===== config.mk =====
export PLATFORM = sky130hd
export DESIGN_NAME = chan_arbiter_n
export DESIGN_NICKNAME = d
export VERILOG_FILES = /design/src/rtl/chan_arbiter_n.sv
export SDC_FILE = /design/constraint.sdc
export NUM_CORES = 1
export LEC_CHECK = 0
export ABC_AREA = 1
export CAP_MARGIN = 0
export CORE_MARGIN = 4
export CORE_UTILIZATION = 25
export CTS_CLUSTER_DIAMETER = 40
export DETAILED_ROUTE_END_ITERATION = 10
export PLACE_DENSITY = 0.52
export SLEW_MARGIN = 40
export SYNTH_ARGS = -nofsm -noshare
export SYNTH_HDL_FRONTEND = slang
export SYNTH_SLANG_ARGS = --single-unit
export TNS_END_PERCENT = 1

===== constraint.sdc =====
create_clock -name clk -period 5.6 [get_ports clk]
set_clock_uncertainty 0.1 [all_clocks]
set_input_delay 1.12 -clock clk [delete_from_list [all_inputs] [get_ports clk]]
set_output_delay 1.12 -clock clk [all_outputs]
set_load 0.01 [all_outputs]

===== src/rtl/chan_arbiter_n.sv =====
// -----------------------------------------------------------------------------
// chan_arbiter_n
//
// Merges per-channel data blocks onto one GTP lane. Channels request a block
// with req; one winner is granted (fixed or round-robin priority) and its
// block (header word + count data words) is streamed onto dout. A per-word
// rd strobe lets a channel hold its word while a trigger K-word is inserted,
// so no data is lost. A winner that drops req mid-block is aborted and the
// abort is flagged with an ABORTK word and counted in err_cnt.
//
// Ports:
//   clk      in   CLK125
//   reset    in   synchronous, active-high
//   data     in   NCH*DW  channel words, channel i on [DW*i +: DW]
//   req      in   NCH     block request per channel
//   enable   in   NCH     channel enable mask (only used when arbitrating)
//   trigger  in   1       insert TRIGK on the next output word
//   ack      out  NCH     one-hot grant, registered
//   rd       out  NCH     word-consumed strobe, combinational
//   dout     out  DW      output word, registered
//   kchar    out  1       K-character flag for dout, registered
//   err_cnt  out  16      aborted-block counter, saturating
// -----------------------------------------------------------------------------
module chan_arbiter_n #(
    parameter int              NCH     = 16,
    parameter int              DW      = 16,
    parameter int              LENBITS = 8,
    parameter int              RR      = 1,
    parameter logic [DW-1:0]   IDLEK   = 16'h50BC,
    parameter logic [DW-1:0]   TRIGK   = 16'h1C1C,
    parameter logic [DW-1:0]   ABORTK  = 16'h3C3C
) (
    input  logic                clk,
    input  logic                reset,
    input  logic [NCH*DW-1:0]   data,
    input  logic [NCH-1:0]      req,
    input  logic [NCH-1:0]      enable,
    input  logic                trigger,
    output logic [NCH-1:0]      ack,
    output logic [NCH-1:0]      rd,
    output logic [DW-1:0]       dout,
    output logic                kchar,
    output logic [15:0]         err_cnt
);

    localparam int IW = (NCH > 1) ? $clog2(NCH) : 1;

    typedef enum logic [2:0] {
        S_IDLE,
        S_GRANT,
        S_HEADER,
        S_DATA,
        S_GAP
    } state_t;

    state_t               state_q, state_d;
    logic [IW-1:0]        win_q, win_d;      // granted channel
    logic [IW-1:0]        ptr_q, ptr_d;      // last granted channel (round-robin)
    logic [LENBITS-1:0]   cnt_q, cnt_d;      // data words still to transfer
    logic [NCH-1:0]       ack_q, ack_d;
    logic [DW-1:0]        dout_q, dout_d;
    logic                 kchar_q, kchar_d;
    logic [15:0]          err_cnt_q, err_cnt_d;

    // Channel words as an array so the winner's word is a plain index.
    logic [DW-1:0] chan_word [NCH];
    for (genvar i = 0; i < NCH; i++) begin : g_unpack
        assign chan_word[i] = data[DW*i +: DW];
    end

    logic [DW-1:0]      cur_word;
    logic [LENBITS-1:0] hdr_len;
    assign cur_word = chan_word[win_q];
    assign hdr_len  = cur_word[LENBITS-1:0];

    // -------------------------------------------------------------------------
    // Winner selection. The scan starts just after the pointer in round-robin
    // mode and at channel 0 in fixed mode; the first enabled requester wins.
    // -------------------------------------------------------------------------
    logic [NCH-1:0] req_en;
    logic [IW-1:0]  cand;
    logic [IW-1:0]  pick;
    logic           pick_vld;
    int             base;

    always_comb begin
        req_en   = req & enable;
        base     = (RR != 0) ? int'(ptr_q) + 1 : 0;
        cand     = '0;
        pick     = '0;
        pick_vld = 1'b0;
        for (int k = 0; k < NCH; k++) begin
            cand = IW'((base + k) % NCH);
            if (!pick_vld && req_en[cand]) begin
                pick     = cand;
                pick_vld = 1'b1;
            end
        end
    end

    // -------------------------------------------------------------------------
    // Next-state and output logic.
    // -------------------------------------------------------------------------
    logic abort;

    always_comb begin
        // NOTE: every signal written here gets a default first, so no path
        // leaves one unassigned and no latch is inferred.
        state_d   = state_q;
        win_d     = win_q;
        ptr_d     = ptr_q;
        cnt_d     = cnt_q;
        ack_d     = ack_q;
        err_cnt_d = err_cnt_q;
        dout_d    = IDLEK;
        kchar_d   = 1'b1;
        rd        = '0;
        abort     = 1'b0;

        // A trigger owns the next output slot. Everything except arbitration
        // in IDLE is frozen for this cycle and rd stays low, so the channel
        // keeps presenting the same word.
        if (trigger) begin
            dout_d  = TRIGK;
            kchar_d = 1'b1;
        end

        unique case (state_q)
            S_IDLE: begin
                if (pick_vld) begin
                    state_d     = S_GRANT;
                    win_d       = pick;
                    ack_d       = '0;
                    ack_d[pick] = 1'b1;
                    if (RR != 0) begin
                        ptr_d = pick;
                    end
                end
            end

            S_GRANT: begin
                if (!trigger) begin
                    if (!req[win_q]) begin
                        abort = 1'b1;
                    end else begin
                        state_d = S_HEADER;
                    end
                end
            end

            S_HEADER: begin
                if (!trigger) begin
                    rd[win_q] = 1'b1;
                    if (!req[win_q]) begin
                        abort = 1'b1;
                    end else begin
                        dout_d  = cur_word;
                        kchar_d = 1'b0;
                        cnt_d   = hdr_len;
                        if (hdr_len == '0) begin
                            // Header-only block: the header is the last word.
                            state_d = S_GAP;
                            ack_d   = '0;
                        end else begin
                            state_d = S_DATA;
                        end
                    end
                end
            end

            S_DATA: begin
                if (!trigger) begin
                    rd[win_q] = 1'b1;
                    if (!req[win_q]) begin
                        abort = 1'b1;
                    end else begin
                        dout_d  = cur_word;
                        kchar_d = 1'b0;
                        cnt_d   = cnt_q - LENBITS'(1);
                        if (cnt_q == LENBITS'(1)) begin
                            state_d = S_GAP;
                            ack_d   = '0;
                        end
                    end
                end
            end

            S_GAP: begin
                if (!trigger) begin
                    state_d = S_IDLE;
                end
            end

            default: begin
                state_d = S_IDLE;
                ack_d   = '0;
            end
        endcase

        if (abort) begin
            state_d = S_GAP;
            ack_d   = '0;
            dout_d  = ABORTK;
            kchar_d = 1'b1;
            if (err_cnt_q != 16'hFFFF) begin
                err_cnt_d = err_cnt_q + 16'd1;
            end
        end
    end

    // -------------------------------------------------------------------------
    // State register.
    // -------------------------------------------------------------------------
    always_ff @(posedge clk) begin
        // NOTE: reset is synchronous; a mid-block reset drops the grant and
        // returns to IDLE so the block restarts from a fresh grant.
        if (reset) begin
            // NOTE: sequential state uses non-blocking assignments so every
            // register samples the pre-edge values of the others.
            state_q   <= S_IDLE;
            win_q     <= '0;
            ptr_q     <= IW'(NCH - 1);
            cnt_q     <= '0;
            ack_q     <= '0;
            dout_q    <= IDLEK;
            kchar_q   <= 1'b1;
            err_cnt_q <= '0;
        end else begin
            state_q   <= state_d;
            win_q     <= win_d;
            ptr_q     <= ptr_d;
            cnt_q     <= cnt_d;
            ack_q     <= ack_d;
            dout_q    <= dout_d;
            kchar_q   <= kchar_d;
            err_cnt_q <= err_cnt_d;
        end
    end

    assign ack     = ack_q;
    assign dout    = dout_q;
    assign kchar   = kchar_q;
    assign err_cnt = err_cnt_q;

endmodule


==> qor.txt <==
total power -> 6450 µW
Power Density -> 562 nW/µm²
die area -> 32000 µm²
EDFF count, synth -> 0
syn_area_per_cell -> 5.74 µm²
f_max -> 0.215 GHz
CTS tree -> yes
largest net degree at the start of global routing -> 70
DRC -> 0
most used cell along the critical path -> nand2_1
worst vdd ir -> 0.000319 V
via count -> 9888
clock buffer depth -> 2
final WL -> 38.0 mm
Least-Margin Pin Slew -> 0.781 ns
Synth Instances -> 1271
vias in the first global route -> 9948
Synthesized Nets -> 1567
Crit Path Max Fanout -> 26
drt wl/cell -> 19.2 µm
Post-Syn Area -> 7290 µm²
routability cong. -> 0.868
max cap viols -> 0
Max-slew headroom -> 0.479
Seq/Total Area, Yosys -> 0.187
total global-route track usage -> 0.231
grt total ovfl -> 0
initial antenna violation count -> 3
die width -> 179 µm
cts hold-fix bufs -> 0
via/cell ratio -> 5.01
IO Pins -> 356
clock power share -> 0.079
First DRT Iteration DRCs -> 625
Ys Warns -> 0
I/O Buffers -> 355
Sw Ratio -> 0.606
hold path cells -> 2
Setup Total Neg Slack -> 0 ns
Setup-failing EPs final -> 0
clock insertion delay at the later pin of the skew report -> 0.33 ns
Die Y -> 179 µm
RSZ-0062 raised after global routing -> no
Initial Util -> 0.254
Core Area -> 28700 µm²
primary flip-flop cell chosen by synthesis mapping -> dfxtp_1
Critical Path, Cell by Cell -> buf_4 > ha_1 > nand2_1 > nand2_2 > nand2_1 > nand2_1 > nand3_1 > and2_1 > o21ai_2 > inv_1 > nand4_4 > nor2_4 > nand4_1 > nor2_2 > nand4_1 > nor2_1 > nor2_1 > inv_2 > a21oi_2 > nand3_1 > a21oi_1
power share of the combinational group -> 0.815
Post-DP Area -> 11200 µm²
Final min period -> 4.65 ns
path type of the worst min-delay path -> register to register
PostCTS Resize Cnt -> 0
CP required -> 5.75 ns
Critical Path End Type -> register
fin. max-slew vios -> 0
max incr delay on CP -> 0.56 ns
sw power -> 3910 µW
CP Class -> register to register
DP Wirelength -> 31.1 mm
ys async rst share -> 0
status -> completed
first-pass GRT wire length -> 57.3 mm
Post-DRT Antenna Nets -> 0
Leak -> 0.00455 µW
number of CTS-inserted buffers -> 9
Max H-tree Level -> 3
Synth Register Bits -> 68
Synth-to-Final Area Change -> 57.4%
Seq pwr share -> 0.106
Yosys cell types -> 53
crit path DAT -> 4.80 ns
Startpoint Class -> register
period utilization -> 0.831
clock root buffer -> clkbuf_16
Int Power -> 2540 µW
Final #Nets -> 1880
CP max-delay cell -> nor2_1
clock slew at reported path FFs -> 0.05 ns
final-report hold violation count -> 0
share of cells above drive strength 1 -> 0.0629
clk sinks -> 68
1st-pass router iterations -> 5
r2r worst-path depth -> 21
total number of placement rows -> 62
Final Instance Area -> 11500 µm²
post-CTS setup buffers -> 0
power groups by stage:
stage	clock, µW	sequential (µW)	combinational, µW
global placement	0	699	5200
CTS	522	690	5260
floorplan	0	657	3750
detailed placement	0	699	5240
finish	508	686	5260
global route	544	705	5910
cells by family after synthesis:
logic type	Yosys count	synth area share
xor gates and xnor gates	11	0.0163
and+or+nand+nor	831	0.526
adders and majority gates	5	0.00858
DFF	68	0.187
buffers and inverters	163	0.0915
AOI/OAI and AO/OA	193	0.170
cell type report:
cell class,instances,area [µm²]
well taps,384,480
clock inverters,5,28.8
fillers,3197,17200
flip-flops and latches,68,1370
diodes,2,5.00
multi-input cells,1040,5290
repair buffers,373,3720
inverters,92,348
clock buffers,11,233
flip-flops by register name (all words and copies together), names as in the netlist:
name     flops
dout        16
cnt_q        8
kchar        1
ack         16
win_q        4
ptr_q        4
err_cnt     16
state_q      3
synthesized netlist by cell type, drive strengths merged (6+ instances only):
library cell	number	share of area
o21ai	41	0.029
a22o	6	0.0072
nand3	330	0.23
inv	91	0.047
xor2	9	0.014
clkbuf	46	0.024
nor3	8	0.0055
nand2	338	0.18
a22oi	68	0.070
a31oi	6	0.0051
nand4	28	0.027
dfxtp	68	0.19
buf	25	0.020
nor2	118	0.070
a21oi	52	0.036
routing by layer:
metal  vias to the layer above  track usage  wire length (µm)
met5                         -            0                12
met4                         2       0.0505               651
met3                        31       0.0445              2070
met2                       274        0.446             20400
met1                      4577        0.260             14800
li1                       5004            -                 -
worst paths after layout:
| kind | startpoint | end | slack, ns |
|---|---|---|---|
| setup / recovery | ptr_q[0] | ack[1] | 0.95 |
| setup reg to reg | ptr_q[0] | ack[1] | 0.95 |
| hold / removal | ack[2] | ack[2] | 0.36 |
| hold reg to reg | ack[2] | ack[2] | 0.36 |
cells in the final DEF (no fill, tap or decap), drive strengths merged, types with 4 or more instances in the layout:
| cell type | n |
|---|---|
| nor3 | 8 |
| nand3 | 330 |
| nor4 | 4 |
| a21oi | 52 |
| clkdlybuf4s50 | 354 |
| o211ai | 5 |
| a31oi | 6 |
| inv | 91 |
| clkinv | 6 |
| clkbuf | 12 |
| a22oi | 68 |
| nand4 | 28 |
| o21ai | 41 |
| a22o | 6 |
| buf | 18 |
| o21a | 4 |
| xor2 | 9 |
| dfxtp | 68 |
| ha | 5 |
| nor2 | 118 |
| nand2 | 338 |
stage by stage:
stage / worst slack, ns / cells / util / hold slack (ns)
floorplan: 2.05 / 1271 / - / 0.353
global placement: 0.880 / 1955 / 0.389 / 0.354
detailed placement: 0.844 / 1956 / 0.389 / 0.358
CTS: 0.965 / 1972 / 0.399 / 0.366
global route: 0.391 / 1975 / 0.400 / 0.378
finish: 0.948 / 1975 / 0.400 / 0.362
worst max-delay path, delay by kind of cell (launching register included):
| family | cells | cell delay (ns) |
|---|---|---|
| adders and majority gates | 1 | 0.26 |
| AOI/OAI and AO/OA | 3 | 0.60 |
| and+or+nand+nor | 14 | 2.50 |
| buffers and inverters | 3 | 0.70 |
| DFF | 1 | 0.37 |
Note: power is estimated with default switching activity, not from simulation.
==> edit: new RTL, same flow settings <==
Make the reset (`reset`) asynchronous in one clocked block. Comments in the files are not updated.
--- a/src/rtl/chan_arbiter_n.sv
+++ b/src/rtl/chan_arbiter_n.sv
@@ -212,5 +212,5 @@
     // State register.
     // -------------------------------------------------------------------------
-    always_ff @(posedge clk) begin
+    always_ff @(posedge clk or posedge reset) begin
         // NOTE: reset is synchronous; a mid-block reset drops the grant and
         // returns to IDLE so the block restarts from a fresh grant.
Function: not settled (the Yosys comparison gave no result); the edit may change what the design does.
==> edit against the original RTL <==
Wire length fell by 2.2%. Sequential share of layout area is 3.3 points higher. Worst setup slack gained 0.11 ns. Design area shrank 1.7%. Area after synthesis shrank 3.9%. Sequential cell count unchanged. Synthesized cell count shrank 13%. Critical path depth increased by 1. Die area decreased by 3.7%. Via count shrank 6.6%. Sequential power up 12%. Critical endpoint is now ack[13]$_DFFE_PP0P_. Power grew 6.5%. Largest power group unchanged.
==> edit: results (changes against the original RTL) <==
Run status
  • Status: completed

Global routing
  • First-pass GRT wire length: 55000 um (-3.9%)
  • Largest net degree at the start of global routing: 62 (-11%)
  • Vias in the first global route: 9362 (-5.9%)

Final layout
  • Clock Network Area Fraction: 0.0260 (+0.00317)
  • FF+latch area: 1720 um2 (+26%)
  • Seq area share: 0.152 (+0.0332)
  • Fraction of area in multi-input gates: 0.425 (-0.0364)
  • FFs & Latches: 68 (unchanged)
  • Clock buffer count: 10 (-1)
  • Layout net count: 1736 (-7.7%)
  • Buffers outside the clock class: 371 (-0.54%)
  • Non-clock buffering overhead: 0.327 (+0.00258)
  • Layout cells sized above 1: 0.0692 (+0.00627)

Place
  • Hpwl dp: 30300 um (-2.6%)
  • Pre-CTS setup slack: 1.03 ns (+0.182 ns)
  • Placement Cell Area: 11000 um2 (-1.9%)

Critical path
  • FF-to-FF End: ack[13]$_DFFE_PP0P_
  • Worst R2R Start: ptr_q[0]$_DFFE_PP1P_
  • Worst EP arrival: 4.71 ns (-0.09 ns)

Power and ir drop
  • VDD IR max: 0.267 mV (-16%)
  • LEAKAGE: 0.00478 uW (+5.1%)
  • Sw Share: 0.600 (-0.00622)

Logic synthesis
  • Post-synth top cells: nand2_1, a22oi_1, nand3_1
  • Synthesized area per cell: 6.32 um2 (+10%)
  • Primary FF master, synth: dfrtp_1
  • Synth Net Count: 1404 (-10%)

Timing
  • Slew HR: 0.455 (-0.0247)
  • Worst Setup Slack, final: 1.06 ns (+0.109 ns)

Route
  • WL per Instance: 20.3 um (+5.6%)
  • Via density: 5.05 (+0.80%)

Floorplanning
  • N_taps: 378 (-1.6%)
## edit: worst min-delay path by stage
stage                         startpoint  slack (ns)  cells after the start                    to
detailed placement   ack[14]$_DFFE_PP0P_        0.38                      2   ack[14]$_DFFE_PP0P_
finish                ack[6]$_DFFE_PP0P_        0.39                      2    ack[6]$_DFFE_PP0P_
global route          ack[5]$_DFFE_PP0P_        0.41                      2    ack[5]$_DFFE_PP0P_
CTS                  ack[14]$_DFFE_PP0P_        0.40                      2   ack[14]$_DFFE_PP0P_
global placement      ack[5]$_DFFE_PP0P_        0.37                      2    ack[5]$_DFFE_PP0P_
floorplan           ptr_q[1]$_DFFE_PP1P_        0.39                      2  ptr_q[1]$_DFFE_PP1P_
## edit: power groups by stage
stage	Combinational (uW)	Sequential [uW]	Clock [uW]
finish	5540	766	564
detailed placement	5510	774	0
floorplan	3770	768	0
global placement	5510	774	0
CTS	5530	768	576
global route	6140	788	598
## edit: per-layer routing
| metal | share of wire | global-route usage |
|---|---|---|
| met1 | 0.39 | 0.266 |
| met2 | 0.51 | 0.411 |
| met3 | 0.062 | 0.0474 |
| met4 | 0.038 | 0.115 |
| met5 | 0.00073 | 0 |
## edit: logic make-up (layout without fill, tap and decap cells)
| logic type | count (synthesis) | count (layout) | share of synthesized area |
|---|---|---|---|
| adders and majority gates | 5 | 5 | 0.00893 |
| other | 0 | 7 | 0 |
| and+or+nand+nor | 636 | 636 | 0.400 |
| muxes | 1 | 1 | 0.00161 |
| DFF | 68 | 68 | 0.245 |
| AOI/OAI and AO/OA | 253 | 253 | 0.246 |
| buffers and inverters | 129 | 466 | 0.0754 |
| xor gates and xnor gates | 16 | 16 | 0.0232 |
